## src/rtl/lzc_norm_seq.sv

```systemverilog
// Multi-cycle leading-zero / leading-one counter and left normaliser.
// Scans the operand MSB-first, CHUNK bits per cycle, and stops at the first
// chunk that contains the sought bit. Valid/ready handshakes on both sides.
module lzc_norm_seq #(
  parameter int unsigned WIDTH = 32,
  parameter int unsigned CHUNK = 8,
  localparam int unsigned CW = $clog2(WIDTH + 1)
) (
  input  logic             clk,
  input  logic             rst_n,
  input  logic             in_valid,
  output logic             in_ready,
  input  logic [WIDTH-1:0] in_data,
  input  logic             in_mode,
  output logic             out_valid,
  input  logic             out_ready,
  output logic [CW-1:0]    out_count,
  output logic [WIDTH-1:0] out_norm,
  output logic             out_all,
  output logic             busy
);

  localparam int unsigned NCHUNK = WIDTH / CHUNK;
  localparam int unsigned IW     = (NCHUNK > 1) ? $clog2(NCHUNK) : 1;

  typedef enum logic [1:0] {
    S_IDLE = 2'd0,
    S_SCAN = 2'd1,
    S_DONE = 2'd2
  } state_t;

  // Registered state
  state_t           r_state;
  logic [WIDTH-1:0] r_scan;
  logic [WIDTH-1:0] r_data;
  logic [CW-1:0]    r_count;
  logic [IW-1:0]    r_idx;
  logic             r_out_valid;
  logic [CW-1:0]    r_out_count;
  logic [WIDTH-1:0] r_out_norm;
  logic             r_out_all;
  logic             r_busy;

  // Next-state values
  state_t           w_state_nxt;
  logic [WIDTH-1:0] w_scan_nxt;
  logic [WIDTH-1:0] w_data_nxt;
  logic [CW-1:0]    w_count_nxt;
  logic [IW-1:0]    w_idx_nxt;
  logic [CW-1:0]    w_out_count_nxt;
  logic [WIDTH-1:0] w_out_norm_nxt;
  logic             w_out_all_nxt;

  // Datapath helpers
  logic [CHUNK-1:0] w_chunk;
  logic             w_chunk_zero;
  logic             w_last;
  logic [CW-1:0]    w_lz;
  logic [CW-1:0]    w_count_hit;
  logic [WIDTH-1:0] w_scan_load;
  logic             w_accept;

  // Leading zeros of a chunk; only meaningful for a nonzero chunk.
  function automatic logic [CW-1:0] chunk_lz(input logic [CHUNK-1:0] c);
    logic [CW-1:0] n;
    n = CW'(CHUNK);
    for (int i = 0; i < int'(CHUNK); i++) begin
      if (c[i]) n = CW'(CHUNK - 1 - 32'(i));
    end
    return n;
  endfunction

  // Top chunk of the scan register and the count if the search ends here
  assign w_chunk      = r_scan[WIDTH-1 -: CHUNK];
  assign w_chunk_zero = (w_chunk == '0);
  assign w_last       = (r_idx == IW'(NCHUNK - 1));
  assign w_lz         = chunk_lz(w_chunk);
  assign w_count_hit  = r_count + w_lz;

  // Leading-one search is turned into a leading-zero search by inversion
  assign w_scan_load = in_mode ? ~in_data : in_data;

  // Ready in IDLE, or in DONE when the result is being taken this cycle
  assign in_ready = rst_n & ((r_state == S_IDLE) | ((r_state == S_DONE) & out_ready));
  assign w_accept = in_valid & in_ready;

  // Next-state and datapath update
  always_comb begin
    w_state_nxt     = r_state;
    w_scan_nxt      = r_scan;
    w_data_nxt      = r_data;
    w_count_nxt     = r_count;
    w_idx_nxt       = r_idx;
    w_out_count_nxt = r_out_count;
    w_out_norm_nxt  = r_out_norm;
    w_out_all_nxt   = r_out_all;

    case (r_state)
      S_IDLE: begin
        if (w_accept) begin
          w_scan_nxt  = w_scan_load;
          w_data_nxt  = in_data;
          w_count_nxt = '0;
          w_idx_nxt   = '0;
          w_state_nxt = S_SCAN;
        end
      end

      S_SCAN: begin
        if (!w_chunk_zero) begin
          w_out_count_nxt = w_count_hit;
          w_out_norm_nxt  = r_data << w_count_hit;
          w_out_all_nxt   = 1'b0;
          w_state_nxt     = S_DONE;
        end else if (w_last) begin
          w_out_count_nxt = CW'(WIDTH);
          w_out_norm_nxt  = '0;
          w_out_all_nxt   = 1'b1;
          w_state_nxt     = S_DONE;
        end else begin
          w_count_nxt = r_count + CW'(CHUNK);
          w_scan_nxt  = r_scan << CHUNK;
          w_idx_nxt   = r_idx + IW'(1);
        end
      end

      S_DONE: begin
        if (out_ready) begin
          if (w_accept) begin
            w_scan_nxt  = w_scan_load;
            w_data_nxt  = in_data;
            w_count_nxt = '0;
            w_idx_nxt   = '0;
            w_state_nxt = S_SCAN;
          end else begin
            w_state_nxt = S_IDLE;
          end
        end
      end

      default: begin
        w_state_nxt = S_IDLE;
      end
    endcase
  end

  // State and output registers; reset discards any operation in flight
  always_ff @(posedge clk or negedge rst_n) begin
    if (!rst_n) begin
      r_state     <= S_IDLE;
      r_scan      <= '0;
      r_data      <= '0;
      r_count     <= '0;
      r_idx       <= '0;
      r_out_valid <= 1'b0;
      r_out_count <= '0;
      r_out_norm  <= '0;
      r_out_all   <= 1'b0;
      r_busy      <= 1'b0;
    end else begin
      r_state     <= w_state_nxt;
      r_scan      <= w_scan_nxt;
      r_data      <= w_data_nxt;
      r_count     <= w_count_nxt;
      r_idx       <= w_idx_nxt;
      r_out_valid <= (w_state_nxt == S_DONE);
      r_out_count <= w_out_count_nxt;
      r_out_norm  <= w_out_norm_nxt;
      r_out_all   <= w_out_all_nxt;
      r_busy      <= (w_state_nxt != S_IDLE);
    end
  end

  assign out_valid = r_out_valid;
  assign out_count = r_out_count;
  assign out_norm  = r_out_norm;
  assign out_all   = r_out_all;
  assign busy      = r_busy;

endmodule

```

## config.mk

```make
export PLATFORM = sky130hd
export DESIGN_NAME = lzc_norm_seq
export DESIGN_NICKNAME = d
export VERILOG_FILES = /design/src/rtl/lzc_norm_seq.sv
export SDC_FILE = /design/constraint.sdc
export NUM_CORES = 1
export LEC_CHECK = 0
export ABC_AREA = 1
export CORE_MARGIN = 2
export CORE_UTILIZATION = 56
export DETAILED_ROUTE_END_ITERATION = 12
export GPL_TIMING_DRIVEN = 0
export PLACE_DENSITY = 0.8
export SYNTH_ARGS = -nofsm -noshare
export SYNTH_HDL_FRONTEND = slang
export SYNTH_SLANG_ARGS = --single-unit
export TNS_END_PERCENT = 5
```

## constraint.sdc

```tcl
create_clock -name clk -period 2.8 [get_ports clk]
set_input_delay 0.42 -clock clk [delete_from_list [all_inputs] [get_ports clk]]
set_output_delay 0.42 -clock clk [all_outputs]
set_load 0.01 [all_outputs]
```

# --- Word level (Yosys, flattened, before mapping) ---
# Cells that the tools add are included.
totals:
  out_inout_bits: 42
  reg_bits: 115
  wordCells: 74
op_classes:
  bitwise_logic: 5
  shift: 1
  n_reduce_logical: 8
  eq_ne: 8
  mux: 39
  n_addsub: 3
ops:
  columns: ["cell", "count"]
  rows:
  - ["32-bit two-way mux", 9]
  - ["32-bit one-hot mux with 3 select lines", 1]
  - ["6-bit two-way mux", 11]
  - ["32-bit one-hot mux with 2 select lines", 1]
  - ["32-bit inverter", 1]
  - ["32-bit by 6-bit left shift with 32-bit output", 1]
  - ["6-bit one-hot mux with 3 select lines", 1]
  - ["2-bit two-way mux", 8]
  - ["4-bit two-way mux", 3]
  - ["2-bit one-hot mux with 3 select lines", 2]
  - ["8-bit zero test", 1]
  - ["6-bit by 4-bit adder with 6-bit output, second input constant", 1]
  - ["6-bit adder", 1]
  - ["2-bit equality test, second input constant", 3]
  - ["2-bit inequality test, second input constant", 3]
  - ["2-bit AND reduction", 2]
  - ["4-bit AND reduction", 1]
  - ["2-bit nonzero test", 2]
  - ["1-bit bitwise AND", 3]
  - ["1-bit two-way mux", 3]
  - ["3-bit nonzero test", 1]
  - ["2-bit by 1-bit adder with 2-bit output, second input constant", 1]
  - ["2-bit by 1-bit equality test with 1-bit output, second input constant", 1]
  - ["2-bit zero test", 1]
  - ["other kinds (2)", 2]

# --- Depth between registers and ports, before layout ---
# Gate-level depths: netlist of the first run.
logic_depth:
  word_depth: 11
  depth_mapped: 18
  depth_no_buf: 18

# --- Least setup slack after synthesis of the first run ---
# Ideal clock, no wire load.
synth_path:
  path_type: "register to register"
  from: "register r_scan[30]"
  to: "register r_out_norm[16], in the netlist out_norm[16]"
  required_ps: 2680
  setup_slack_ps: 696
  synth_period_minus_slack_ps: 2104
  path_stages_with_launch: 11
  arrival_time_ps: 1983
  path_buffers: 2
  path_cell_list: "dfrtp_1 inv_2 nand4_2 nor4_4 ha_1 inv_1 buf_1 buf_1 nor2_1 o21ai_1 nand2_1"
synth_via:
  elab_chain_cells: 5
synth_rtl:
  columns: ["item", "line", "rtl"]
  rows:
  - ["start: declaration", "34", "logic [WIDTH-1:0] r_scan;"]
  - ["start signal: assignment", "162", "r_scan <= w_scan_nxt;"]
  - ["6-bit two-way mux (2 in a row)", "68", "if (c[i]) n = CW'(CHUNK - 1 - 32'(i));"]
  - ["6-bit adder", "78", "assign w_count_hit = r_count + w_lz;"]
  - ["32-bit by 6-bit left shift with 32-bit output", "112", "w_out_norm_nxt = r_data << w_count_hit;"]
  - ["32-bit two-way mux", "110", "if (!w_chunk_zero) begin"]
  - ["end signal: assignment", "168", "r_out_norm <= w_out_norm_nxt;"]
  - ["end: declaration", "40", "logic [WIDTH-1:0] r_out_norm;"]
# Parallel ways exist; a longest one is shown, timed or not.
# A chain may end at the register's enable or synchronous reset.

# --- Worst setup path in the final report of the first run ---
layout_path:
  from: "register r_scan[27]"
  to: "register r_out_norm[22], in the netlist out_norm[22]"
layout_via:
  elab_chain_cells: 8
layout_rtl:
  columns: ["item", "line"]
  rows:
  - ["6-bit two-way mux (5 in a row)", "68"]
  - ["6-bit adder", "78"]
  - ["32-bit by 6-bit left shift with 32-bit output", "112"]
  - ["32-bit two-way mux", "110"]
# Parallel ways exist; a longest one is shown, timed or not.

==> impl_metrics.env, run 1 <==
export IMPL_run_status="finished clean"
export IMPL_layout_nets=1029
export IMPL_clock_transition_at_the_register_clock_pins_on_the_worst_setup_and_hold_paths_after_cts_ns=0.07
export IMPL_mappedNetlistNets=939
export IMPL_place_detailed_hpwl_mm=15.0
export IMPL_cts_repair_resize_count=0
export IMPL_grt_antenna_before_repair=1
export IMPL_initial_core_util=0.571
export IMPL_r2r_worst_path_cells=12
export IMPL_fp_dieW_um=112
export IMPL_design_area_mm2=0.00777
export IMPL_final_cell_mix="243 x sky130_fd_sc_hd__nand2_1, 197 x sky130_fd_sc_hd__nand3_1, 112 x sky130_fd_sc_hd__dfrtp_1"
export IMPL_synth_lib_cells_used_distinct=37
export IMPL_final_hold_violation_count=0
export IMPL_layout_area_overhead_vs_synth_pct=19.8
export IMPL_ant_nets=0
export IMPL_powerDensity_mw_per_mm2=1060
export IMPL_route_detailed_wl_per_inst_um=17.1
export IMPL_clockBufferDepth=2
export IMPL_clock_latency_ns=0.37
export IMPL_yosysWarnings=0
export IMPL_critical_path_max_stage_delay_ns=0.43
export IMPL_tritoncts_num_sinks=112
export IMPL_max_cap_viol_count=0
export IMPL_number_of_port_buffers=78
export IMPL_p_sw_mw=3.80
export IMPL_min_period_ns=2.61
export IMPL_dpl_cell_area_mm2=0.00748
export IMPL_h_tree_depth=3
export IMPL_rsz0062_at_grt="false"
export IMPL_switching_share=0.461
export IMPL_cts_tree="done"
export IMPL_worst_path_max_fanout=10
export IMPL_grt_pass1_vias=6094
export IMPL_die_area_mm2=0.0125
export IMPL_tritoncts_num_buffers=9
export IMPL_cts_hold_fix_buffers=0
export IMPL_cp_num_buf_inv=3
export IMPL_maxSlewHeadroom=0.523
export IMPL_path_cells="inv_1 > nand3_1 > a311oi_1 > ha_1 > clkinv_1 > clkbuf_1 > nand3_1 > nand3_1 > nand3_1 > nand3_1 > nand2_1 > nand2_1"
export IMPL_criticalPathCategory="reg -> reg"
export IMPL_worst_path_max_delay_cell="sky130_fd_sc_hd__dfrtp_1"
export IMPL_clock_power_share=0.154
export IMPL_critical_path_top_cell_by_count="sky130_fd_sc_hd__nand3_1"
export IMPL_row_cnt=39
export IMPL_drc=0
export IMPL_setup_crit_start_kind="flip-flop"
export IMPL_wirelength_mm=19.4
export IMPL_drt_first_pass_iters=7
export IMPL_floorplan_io_pins=79
export IMPL_final_min_period_over_clock_period=0.933
export IMPL_clock_skew_ns=0.0121
export IMPL_worst_slew_pin_transition_ns=0.710
export IMPL_fillers=1024
export IMPL_post_synth_instance_area_mm2=0.00649
export IMPL_drt_vias_per_instance=5.82
export IMPL_wp_depth=12
export IMPL_place_gp_congestion=0.937
export IMPL_cell_internal_pwr_mw=4.44
export IMPL_max_freq_mhz=383
export IMPL_synth_seq_area_share=0.432
export IMPL_initialDrtViolationCount=820
export IMPL_dr_total_vias=6620
export IMPL_hold_class="in -> async"
export IMPL_final_layout_size_suffix_gt1_frac=0.0735
export IMPL_wire_length_of_the_first_global_routing_pass_mm=31.7
export IMPL_syn_area_per_cell_um2=7.23
export IMPL_grt_overflow=0
export IMPL_postSynthRegisterBits=112
export IMPL_critPathCaptureType="flip-flop"
export IMPL_arrival_time_of_the_worst_setup_path_ns=2.86
export IMPL_comb_power_share=0.556
export IMPL_finalMaxSlewViolations=0
export IMPL_timing_critical_path_max_delay_family="simple AND/OR/NAND/NOR gates"
export IMPL_syn_instance_count=898
export IMPL_grt_max_degree=72
export IMPL_post_cts_buffers=0
export IMPL_power_leakage_nw=3.72
export IMPL_clockRootBuffer="sky130_fd_sc_hd__clkbuf_16"
export IMPL_worstPathRequired_ns=3.05
export IMPL_layout_commonest_cell="sky130_fd_sc_hd__nand2_1"
export IMPL_design_core_area_mm2=0.0114
export IMPL_seqPwrFrac=0.290
export IMPL_finalSetupViolations=0
export IMPL_fin_worst_hold_slack_ns=0.0486
export IMPL_peak_ir_drop_on_the_vdd_network_mv=0.761
export IMPL_floorplan_die_height_um=112
export IMPL_globalRouteTotalUtil=0.323
worst register-to-register path, stage by stage, from the launching register on:
cell                       delay, ns
sky130_fd_sc_hd__dfrtp_1        0.43
sky130_fd_sc_hd__inv_1          0.12
sky130_fd_sc_hd__nand3_1        0.09
sky130_fd_sc_hd__a311oi_1       0.26
sky130_fd_sc_hd__ha_1           0.28
sky130_fd_sc_hd__clkinv_1       0.26
sky130_fd_sc_hd__clkbuf_1       0.31
sky130_fd_sc_hd__nand3_1        0.18
sky130_fd_sc_hd__nand3_1        0.13
sky130_fd_sc_hd__nand3_1        0.16
sky130_fd_sc_hd__nand3_1        0.11
sky130_fd_sc_hd__nand2_1        0.10
sky130_fd_sc_hd__nand2_1        0.06
path summary, 6_finish.rpt:
path	endpoint	startpoint	slack (ns)
setup / recovery	out_norm[22]	r_scan[27]	0.19
min in group clk	out_norm[10]	out_norm[10]	0.48
hold reg to reg	out_norm[10]	out_norm[10]	0.48
max in group asynchronous	out_norm[1]	rst_n	2.02
setup reg to reg	out_norm[22]	r_scan[27]	0.19
hold / removal	r_scan[5]	rst_n	0.05
state kept, by name, summed over array words and instances, names as in the netlist:
register / count
busy: 1
out_all: 1
out_count: 6
out_norm: 32
out_valid: 1
r_count: 3
r_data: 32
r_idx: 2
r_scan: 32
r_state: 2
area by class of cell:
class                           instances  area [um2]  area share
Antenna cell                            1        2.50    0.000322
Buffer                                 56         275      0.0354
Clock buffer                           11         253      0.0325
Clock inverter                          5        37.5     0.00483
Inverter                               72         270      0.0348
Multi-Input combinational cell        658        3150       0.405
Sequential cell                       112        2800       0.360
Tap cell                              143         179      0.0230
Timing Repair Buffer                   79         806       0.104
kinds of logic after synthesis:
kind of cell / count (synthesis) / synth area share
AOI/OAI and AO/OA: 149 / 0.123
and+or+nand+nor: 493 / 0.337
adders and majority gates: 4 / 0.00771
other: 1 / 0.000578
xor gates and xnor gates: 10 / 0.0146
DFF: 112 / 0.432
muxes: 1 / 0.00154
buffers and inverters: 128 / 0.0836
stage by stage:
step	TNS (ns)	setup WS (ns)	cells	utilization	total power, mW
floorplan	0	0.696	898	-	5.27
global placement	-559.51	-3.43	1119	0.655	6.81
detailed placement	-0.366	-0.0664	1120	0.658	6.85
CTS	0	0.0607	1136	0.683	8.13
global route	0	0.00878	1137	0.684	8.82
finish	0	0.187	1137	0.684	8.24
routing by layer:
| layer | wire, um | up-vias | track usage |
|---|---|---|---|
| met5 | 0 | - | 0 |
| met1 | 8700 | 3065 | 0.482 |
| met4 | 349 | 0 | 0.0774 |
| met2 | 8540 | 363 | 0.477 |
| met3 | 1830 | 32 | 0.0795 |
| li1 | - | 3160 | - |
synthesized netlist by cell type:
master / instances / share of area
sky130_fd_sc_hd__nor3_1: 1 / 0.00077
sky130_fd_sc_hd__nor2_2: 1 / 0.00096
sky130_fd_sc_hd__buf_2: 17 / 0.013
sky130_fd_sc_hd__nor3_2: 1 / 0.0015
sky130_fd_sc_hd__nand2_4: 2 / 0.0035
sky130_fd_sc_hd__nor2_1: 35 / 0.020
sky130_fd_sc_hd__conb_1: 1 / 0.00058
sky130_fd_sc_hd__buf_1: 6 / 0.0035
sky130_fd_sc_hd__nand3_1: 197 / 0.15
sky130_fd_sc_hd__o21ai_1: 18 / 0.014
sky130_fd_sc_hd__xor2_2: 1 / 0.0025
sky130_fd_sc_hd__clkbuf_1: 26 / 0.015
sky130_fd_sc_hd__nand2_2: 7 / 0.0067
sky130_fd_sc_hd__or2_1: 2 / 0.0019
sky130_fd_sc_hd__nand2_1: 243 / 0.14
sky130_fd_sc_hd__clkinv_1: 3 / 0.0017
sky130_fd_sc_hd__inv_1: 57 / 0.033
sky130_fd_sc_hd__ha_1: 4 / 0.0077
sky130_fd_sc_hd__buf_6: 4 / 0.0069
sky130_fd_sc_hd__a21oi_1: 21 / 0.016
sky130_fd_sc_hd__a31oi_1: 6 / 0.0058
sky130_fd_sc_hd__xnor2_1: 8 / 0.011
sky130_fd_sc_hd__xor2_1: 1 / 0.0013
sky130_fd_sc_hd__buf_4: 3 / 0.0035
sky130_fd_sc_hd__mux2i_1: 1 / 0.0015
sky130_fd_sc_hd__o211ai_1: 1 / 0.0012
sky130_fd_sc_hd__nand4_1: 1 / 0.00096
sky130_fd_sc_hd__a311oi_1: 1 / 0.0013
sky130_fd_sc_hd__inv_2: 12 / 0.0069
sky130_fd_sc_hd__o221ai_1: 7 / 0.0094
sky130_fd_sc_hd__o21bai_2: 1 / 0.0017
sky130_fd_sc_hd__nor2_8: 1 / 0.0031
sky130_fd_sc_hd__o22ai_1: 5 / 0.0048
sky130_fd_sc_hd__dfrtp_1: 112 / 0.43
sky130_fd_sc_hd__nor4_4: 1 / 0.0033
sky130_fd_sc_hd__o21ai_0: 89 / 0.069
sky130_fd_sc_hd__nand4_2: 1 / 0.0019
power groups by stage:
| stage | logic, mW | registers [mW] | clock network (mW) |
|---|---|---|---|
| after CTS | 4.46 | 2.39 | 1.29 |
| after global placement | 4.41 | 2.40 | 0 |
| after global routing | 5.03 | 2.45 | 1.34 |
| final | 4.58 | 2.39 | 1.27 |
| after floorplan | 2.76 | 2.50 | 0 |
| after detailed placement | 4.43 | 2.41 | 0 |
(Power assumes the default switching activity.)
==> run 2: changes to the inputs <==
--- a/config.mk
+++ b/config.mk
@@ -7,10 +7,10 @@
 export LEC_CHECK = 0
 export ABC_AREA = 1
 export CORE_MARGIN = 2
-export CORE_UTILIZATION = 56
+export CORE_UTILIZATION = 50
 export DETAILED_ROUTE_END_ITERATION = 12
 export GPL_TIMING_DRIVEN = 0
-export PLACE_DENSITY = 0.8
+export PLACE_DENSITY = 0.73
 export SYNTH_ARGS = -nofsm -noshare
 export SYNTH_HDL_FRONTEND = slang
 export SYNTH_SLANG_ARGS = --single-unit
==> run 2 against run 1 <==
Compared with the run above: combinational power decreased by 1%; cell area increased by 0.61%; sequential power about the same; critical path type unchanged; largest cell class unchanged; largest power group unchanged.
==> impl_metrics.env, run 2 (synthesis results as in run 1) <==
export IMPL_run_status="finished clean"
export IMPL_clock_skew_ns=0.00855
export IMPL_top_layer_used="met4"
export IMPL_detailroute_wirelength_met2_mm=8.31
export IMPL_drc=0
export IMPL_min_period_ns=2.57
export IMPL_worst_slew_pin_transition_ns=0.674
export IMPL_clockRootBuffer="sky130_fd_sc_hd__clkbuf_16"
export IMPL_worst_path_max_fanout=10
export IMPL_report_power_total_mw=8.25
export IMPL_reg2reg_setup_slack_ns=0.23
export IMPL_clock_latency_ns=0.36
export IMPL_h_tree_depth=3
export IMPL_place_detailed_hpwl_mm=14.9
export IMPL_critPathCaptureType="flip-flop"
export IMPL_rsz0062_at_grt="false"
export IMPL_multi_input_comb_area_mm2=0.00315
export IMPL_design_core_area_mm2=0.0127
export IMPL_layout_commonest_cell="sky130_fd_sc_hd__nand2_1"
export IMPL_max_freq_mhz=388
export IMPL_row_cnt=41
export IMPL_place_gp_congestion=0.979
export IMPL_fp_dieW_um=118
export IMPL_peak_ir_drop_on_the_vdd_network_mv=0.404
export IMPL_diodes=0
export IMPL_final_cell_mix="243 x sky130_fd_sc_hd__nand2_1, 197 x sky130_fd_sc_hd__nand3_1, 112 x sky130_fd_sc_hd__dfrtp_1"
export IMPL_path_cells="inv_2 > nand4_2 > nor4_4 > ha_1 > nand2_1 > xor2_1 > nor2_1 > inv_2 > nor2_8 > buf_6 > nand3_1 > nand3_1"
export IMPL_drt_vias_per_instance=5.62
export IMPL_floorplan_io_pins=79
export IMPL_worstPathRequired_ns=3.09
export IMPL_wire_length_of_the_first_global_routing_pass_mm=31.6
export IMPL_finalSetupViolations=0
export IMPL_setup_crit_start_kind="flip-flop"
export IMPL_wl_met3_mm=1.64
export IMPL_criticalPathCategory="reg -> reg"
export IMPL_ant_nets=0
export IMPL_met1_routed_length_mm=8.67
export IMPL_route_detailed_wl_per_inst_um=16.4
export IMPL_wirelength_mm=19.1
export IMPL_layout_nets=1029
export IMPL_timing_rr_start="r_scan[31]"
export IMPL_design_area_mm2=0.00782
export IMPL_grt_max_degree=69
export IMPL_maxSlewHeadroom=0.547
export IMPL_layout_area_overhead_vs_synth_pct=20.5
export IMPL_grt_overflow=0
export IMPL_finalMaxSlewViolations=0
export IMPL_clockBufferDepth=2
export IMPL_max_cap_viol_count=0
export IMPL_tritoncts_num_sinks=112
export IMPL_r2r_worst_path_cells=12
export IMPL_cts_tree="done"
export IMPL_die_area_mm2=0.0139
export IMPL_timing_critical_path_max_delay_family="simple AND/OR/NAND/NOR gates"
export IMPL_area_sequential_mm2=0.00280
export IMPL_grt_pass1_vias=6019
export IMPL_dr_total_vias=6546
export IMPL_number_of_port_buffers=78
export IMPL_globalRouteTotalUtil=0.288
export IMPL_grt_antenna_before_repair=0
export IMPL_power_leakage_nw=3.72
export IMPL_final_hold_violation_count=0
export IMPL_dpl_cell_area_mm2=0.00751
export IMPL_cp_num_buf_inv=3
export IMPL_post_cts_buffers=0
export IMPL_initial_core_util=0.512
export IMPL_powerDensity_mw_per_mm2=1060
export IMPL_tritoncts_num_buffers=9
export IMPL_clock_transition_at_the_register_clock_pins_on_the_worst_setup_and_hold_paths_after_cts_ns=0.08
export IMPL_critical_path_max_stage_delay_ns=0.42
export IMPL_final_setup_tns_ns=0
export IMPL_fillers=1202
export IMPL_final_layout_size_suffix_gt1_frac=0.0715
export IMPL_crit_reg2reg_capture="out_norm[30]"
export IMPL_drt_first_pass_iters=7
export IMPL_floorplan_die_height_um=118
export IMPL_final_min_period_over_clock_period=0.920
export IMPL_worst_path_max_delay_cell="sky130_fd_sc_hd__nor2_1"
export IMPL_hold_class="in -> async"
export IMPL_fin_worst_hold_slack_ns=0.0512
export IMPL_initialDrtViolationCount=722
export IMPL_arrival_time_of_the_worst_setup_path_ns=2.87
==> run 2: routing by layer <==
layer / up-vias / GRT usage
met1: 3037 / 0.425
met3: 32 / 0.0514
met5: - / 0
li1: 3170 / -
met2: 307 / 0.421
met4: 0 / 0.111
==> run 2: cell type report <==
cell class              instances  area share
repair buffers                 79       0.103
clock buffers                  11      0.0323
flip-flops and latches        112       0.358
inverters                      72      0.0345
well taps                     172      0.0275
multi-input cells             658       0.402
plain buffers                  56      0.0350
clock inverters                 5     0.00704
==> run 2: stage by stage <==
stage	util	instances	worst slack, ns
after floorplan	-	898	0.696
after global placement	0.591	1148	-3.56
after detailed placement	0.593	1149	-0.127
after CTS	0.617	1165	0.113
after global routing	0.617	1165	0.0113
final	0.617	1165	0.225
==> run 2: repair_timing <==
item / in CTS / in global routing
endpoints found under the setup margin: 0 / 20
hold buffers: 0 / 0
resized for setup: 0 / 1
hold endpoints to repair: 0 / 0
==> run 2: power breakdown <==
group          switching, mW  internal, mW
clock                  0.602         0.740
sequential             0.263          2.13
combinational           2.87          1.65
==> run 2: worst max path at each step <==
stage | start | end | depth (start not counted)
2_1_floorplan | r_scan[30] | out_norm[16] | 10
3_3_place_gp | rst_n | r_scan[18] | 10
3_5_place_dp | rst_n | r_scan[29] | 11
5_1_grt | rst_n | r_scan[18] | 11
6_report | r_scan[31] | out_norm[30] | 12
4_1_cts | r_scan[31] | out_norm[23] | 11
==> run 3: changes to the inputs <==
--- a/config.mk
+++ b/config.mk
@@ -9,8 +9,8 @@
 export CORE_MARGIN = 2
 export CORE_UTILIZATION = 50
 export DETAILED_ROUTE_END_ITERATION = 12
+export DONT_BUFFER_PORTS = 1
 export GPL_TIMING_DRIVEN = 0
-export PLACE_DENSITY = 0.73
 export SYNTH_ARGS = -nofsm -noshare
 export SYNTH_HDL_FRONTEND = slang
 export SYNTH_SLANG_ARGS = --single-unit
==> run 3 against run 2 <==
Compared with the run above: the run now ends with negative hold slack left; sequential power is 8% higher; clock power is 4% lower; flip-flop and latch count stayed put; critical endpoint is now out_norm[16]; clock skew is 0.0015 ns higher; register-to-register slack worse by 0.09 ns; die area stayed put; final cell count is 6.8% lower.
==> impl_metrics.env, run 3 (synthesis results as in run 1) <==
export IMPL_run_status="finished with violations"
export IMPL_violations="negative hold slack"
export IMPL_design_area_mm2=0.00701
export IMPL_p_sw_mw=3.85
export IMPL_power_leakage_nw=3.41
export IMPL_clock_skew_ns=0.0101
export IMPL_grt_max_degree=114
export IMPL_floorplan_io_pins=79
export IMPL_dpl_worst_slack_ns=-0.00889
export IMPL_layout_area_overhead_vs_synth_pct=7.94
export IMPL_setup_crit_start_kind="flip-flop"
export IMPL_min_period_ns=2.66
export IMPL_max_freq_mhz=376
export IMPL_wirelength_mm=20.5
export IMPL_globalRouteTotalUtil=0.310
export IMPL_seqPwrFrac=0.329
export IMPL_grt_antenna_before_repair=0
export IMPL_critPathCaptureType="flip-flop"
export IMPL_diodes=0
export IMPL_row_cnt=41
export IMPL_final_layout_size_suffix_gt1_frac=0.0766
export IMPL_tritoncts_num_sinks=112
export IMPL_fp_dieW_um=118
export IMPL_criticalPathCategory="reg -> reg"
export IMPL_grt_pass1_vias=6189
export IMPL_clock_latency_ns=0.36
export IMPL_ant_nets=0
export IMPL_worst_slew_pin_transition_ns=0.761
export IMPL_dr_total_vias=6336
export IMPL_final_critical_path_setup_slack_ns=0.137
export IMPL_worstPathRequired_ns=3.04
export IMPL_h_tree_depth=3
export IMPL_number_of_port_buffers=0
export IMPL_cts_tree="done"
export IMPL_path_cells="inv_1 > nand3_1 > a311oi_1 > ha_1 > clkinv_1 > clkbuf_1 > nand3_1 > nand3_1 > nand3_1 > nand2_1 > o21ai_1 > nand2_1"
export IMPL_maxSlewHeadroom=0.489
export IMPL_report_power_total_mw=7.81
export IMPL_clockBufferDepth=2
export IMPL_wire_length_of_the_first_global_routing_pass_mm=33.6
export IMPL_fin_cells=1086
export IMPL_layout_nets=950
export IMPL_die_area_mm2=0.0139
export IMPL_initialDrtViolationCount=692
export IMPL_drt_first_pass_iters=5
export IMPL_clockRootBuffer="sky130_fd_sc_hd__clkbuf_16"
export IMPL_finalMaxSlewViolations=0
export IMPL_layout_commonest_cell="sky130_fd_sc_hd__nand2_1"
export IMPL_critical_path_max_stage_delay_ns=0.44
export IMPL_clock_power_share=0.165
export IMPL_final_cell_mix="243 x sky130_fd_sc_hd__nand2_1, 197 x sky130_fd_sc_hd__nand3_1, 112 x sky130_fd_sc_hd__dfrtp_1"
export IMPL_clock_transition_at_the_register_clock_pins_on_the_worst_setup_and_hold_paths_after_cts_ns=0.08
export IMPL_design_core_area_mm2=0.0127
export IMPL_finalSetupViolations=0
export IMPL_grt_overflow=0
export IMPL_comb_power_share=0.505
export IMPL_worst_path_max_delay_cell="sky130_fd_sc_hd__dfrtp_1"
export IMPL_switching_share=0.493
export IMPL_place_detailed_hpwl_mm=16.0
export IMPL_drt_vias_per_instance=5.83
export IMPL_post_cts_buffers=0
export IMPL_max_cap_viol_count=0
export IMPL_dpl_cell_area_mm2=0.00671
export IMPL_place_detailed_instances=1070
export IMPL_hold_class="in -> async"
export IMPL_final_min_period_over_clock_period=0.951
export IMPL_initial_core_util=0.512
export IMPL_cell_internal_pwr_mw=3.96
export IMPL_final_hold_violation_count=112
export IMPL_arrival_time_of_the_worst_setup_path_ns=2.90
export IMPL_peak_ir_drop_on_the_vdd_network_mv=0.508
export IMPL_rsz0062_at_grt="true"
export IMPL_drc=0
export IMPL_place_gp_congestion=0.954
export IMPL_fin_worst_hold_slack_ns=-0.255
export IMPL_worst_path_max_fanout=10
export IMPL_utilization=0.553
export IMPL_tritoncts_num_buffers=9
export IMPL_floorplan_die_height_um=118
export IMPL_route_detailed_wl_per_inst_um=18.9
export IMPL_final_setup_tns_ns=0
export IMPL_powerDensity_mw_per_mm2=1110
export IMPL_critical_path_top_cell_by_count="sky130_fd_sc_hd__nand3_1"
-- run 3: cell types whose count changed in the layout (fill, tap and decap cells not counted), sizes merged --
| cell | previous run | this run |
|---|---|---|
| buf | 31 | 29 |
| bufinv | 1 | 0 |
| clkdlybuf4s50 | 77 | 0 |
| clkinv | 5 | 6 |
| clkinvlp | 2 | 1 |
| inv | 69 | 70 |
-- run 3: critical path: cells and delay by family, from the launching register on --
kind | cells | cell delay [ns]
buf+inv | 3 | 0.70
simple gates | 6 | 0.63
compound gates | 2 | 0.51
flops | 1 | 0.44
fa+ha+maj | 1 | 0.28
-- run 3: cell type report --
| cell class | count | area [um2] |
|---|---|---|
| Fill cell | 1292 | 5660 |
| Multi-Input combinational cell | 658 | 3150 |
| Sequential cell | 112 | 2800 |
| Buffer | 56 | 275 |
| Inverter | 72 | 270 |
| Clock buffer | 11 | 243 |
| Tap cell | 172 | 215 |
| Clock inverter | 5 | 52.6 |
-- run 3: final timing paths --
| kind | startpoint | endpoint | slack (ns) | depth (start not counted) |
|---|---|---|---|---|
| max in group asynchronous | rst_n | r_data[3] | 2.94 | 0 |
| min in group clk | in_data[31] | r_data[31] | 0.16 | 2 |
| setup / recovery | r_scan[27] | out_norm[16] | 0.14 | 12 |
| setup reg to reg | r_scan[27] | out_norm[16] | 0.14 | 12 |
| hold / removal | rst_n | r_scan[24] | -0.25 | 0 |
| hold reg to reg | r_idx[0] | r_idx[0] | 0.49 | 1 |
-- run 3: timing repair --
| action | 4_1_cts | 5_1_grt |
|---|---|---|
| hold endpoints to repair | 112 | 112 |
| resized for setup | 1 | 2 |
| endpoints found under the setup margin | 2 | 20 |
-- run 3: routing by layer --
layer / GRT usage / wire length (um) / vias to the layer above / share of wire
met1: 0.450 / 9450 / 3010 / 0.46
li1: - / - / 3008 / -
met5: 0 / 0 / - / 0
met2: 0.468 / 8960 / 293 / 0.44
met3: 0.0703 / 1810 / 25 / 0.088
met4: 0.0836 / 303 / 0 / 0.015
-- run 3: power by group through the flow --
| stage | Combinational (mW) | Sequential [mW] | Clock [mW] |
|---|---|---|---|
| global route | 4.40 | 2.63 | 1.38 |
| CTS | 3.83 | 2.57 | 1.31 |
| global placement | 3.78 | 2.58 | 0 |
| floorplan | 2.76 | 2.50 | 0 |
| detailed placement | 3.81 | 2.60 | 0 |
| finish | 3.95 | 2.57 | 1.29 |
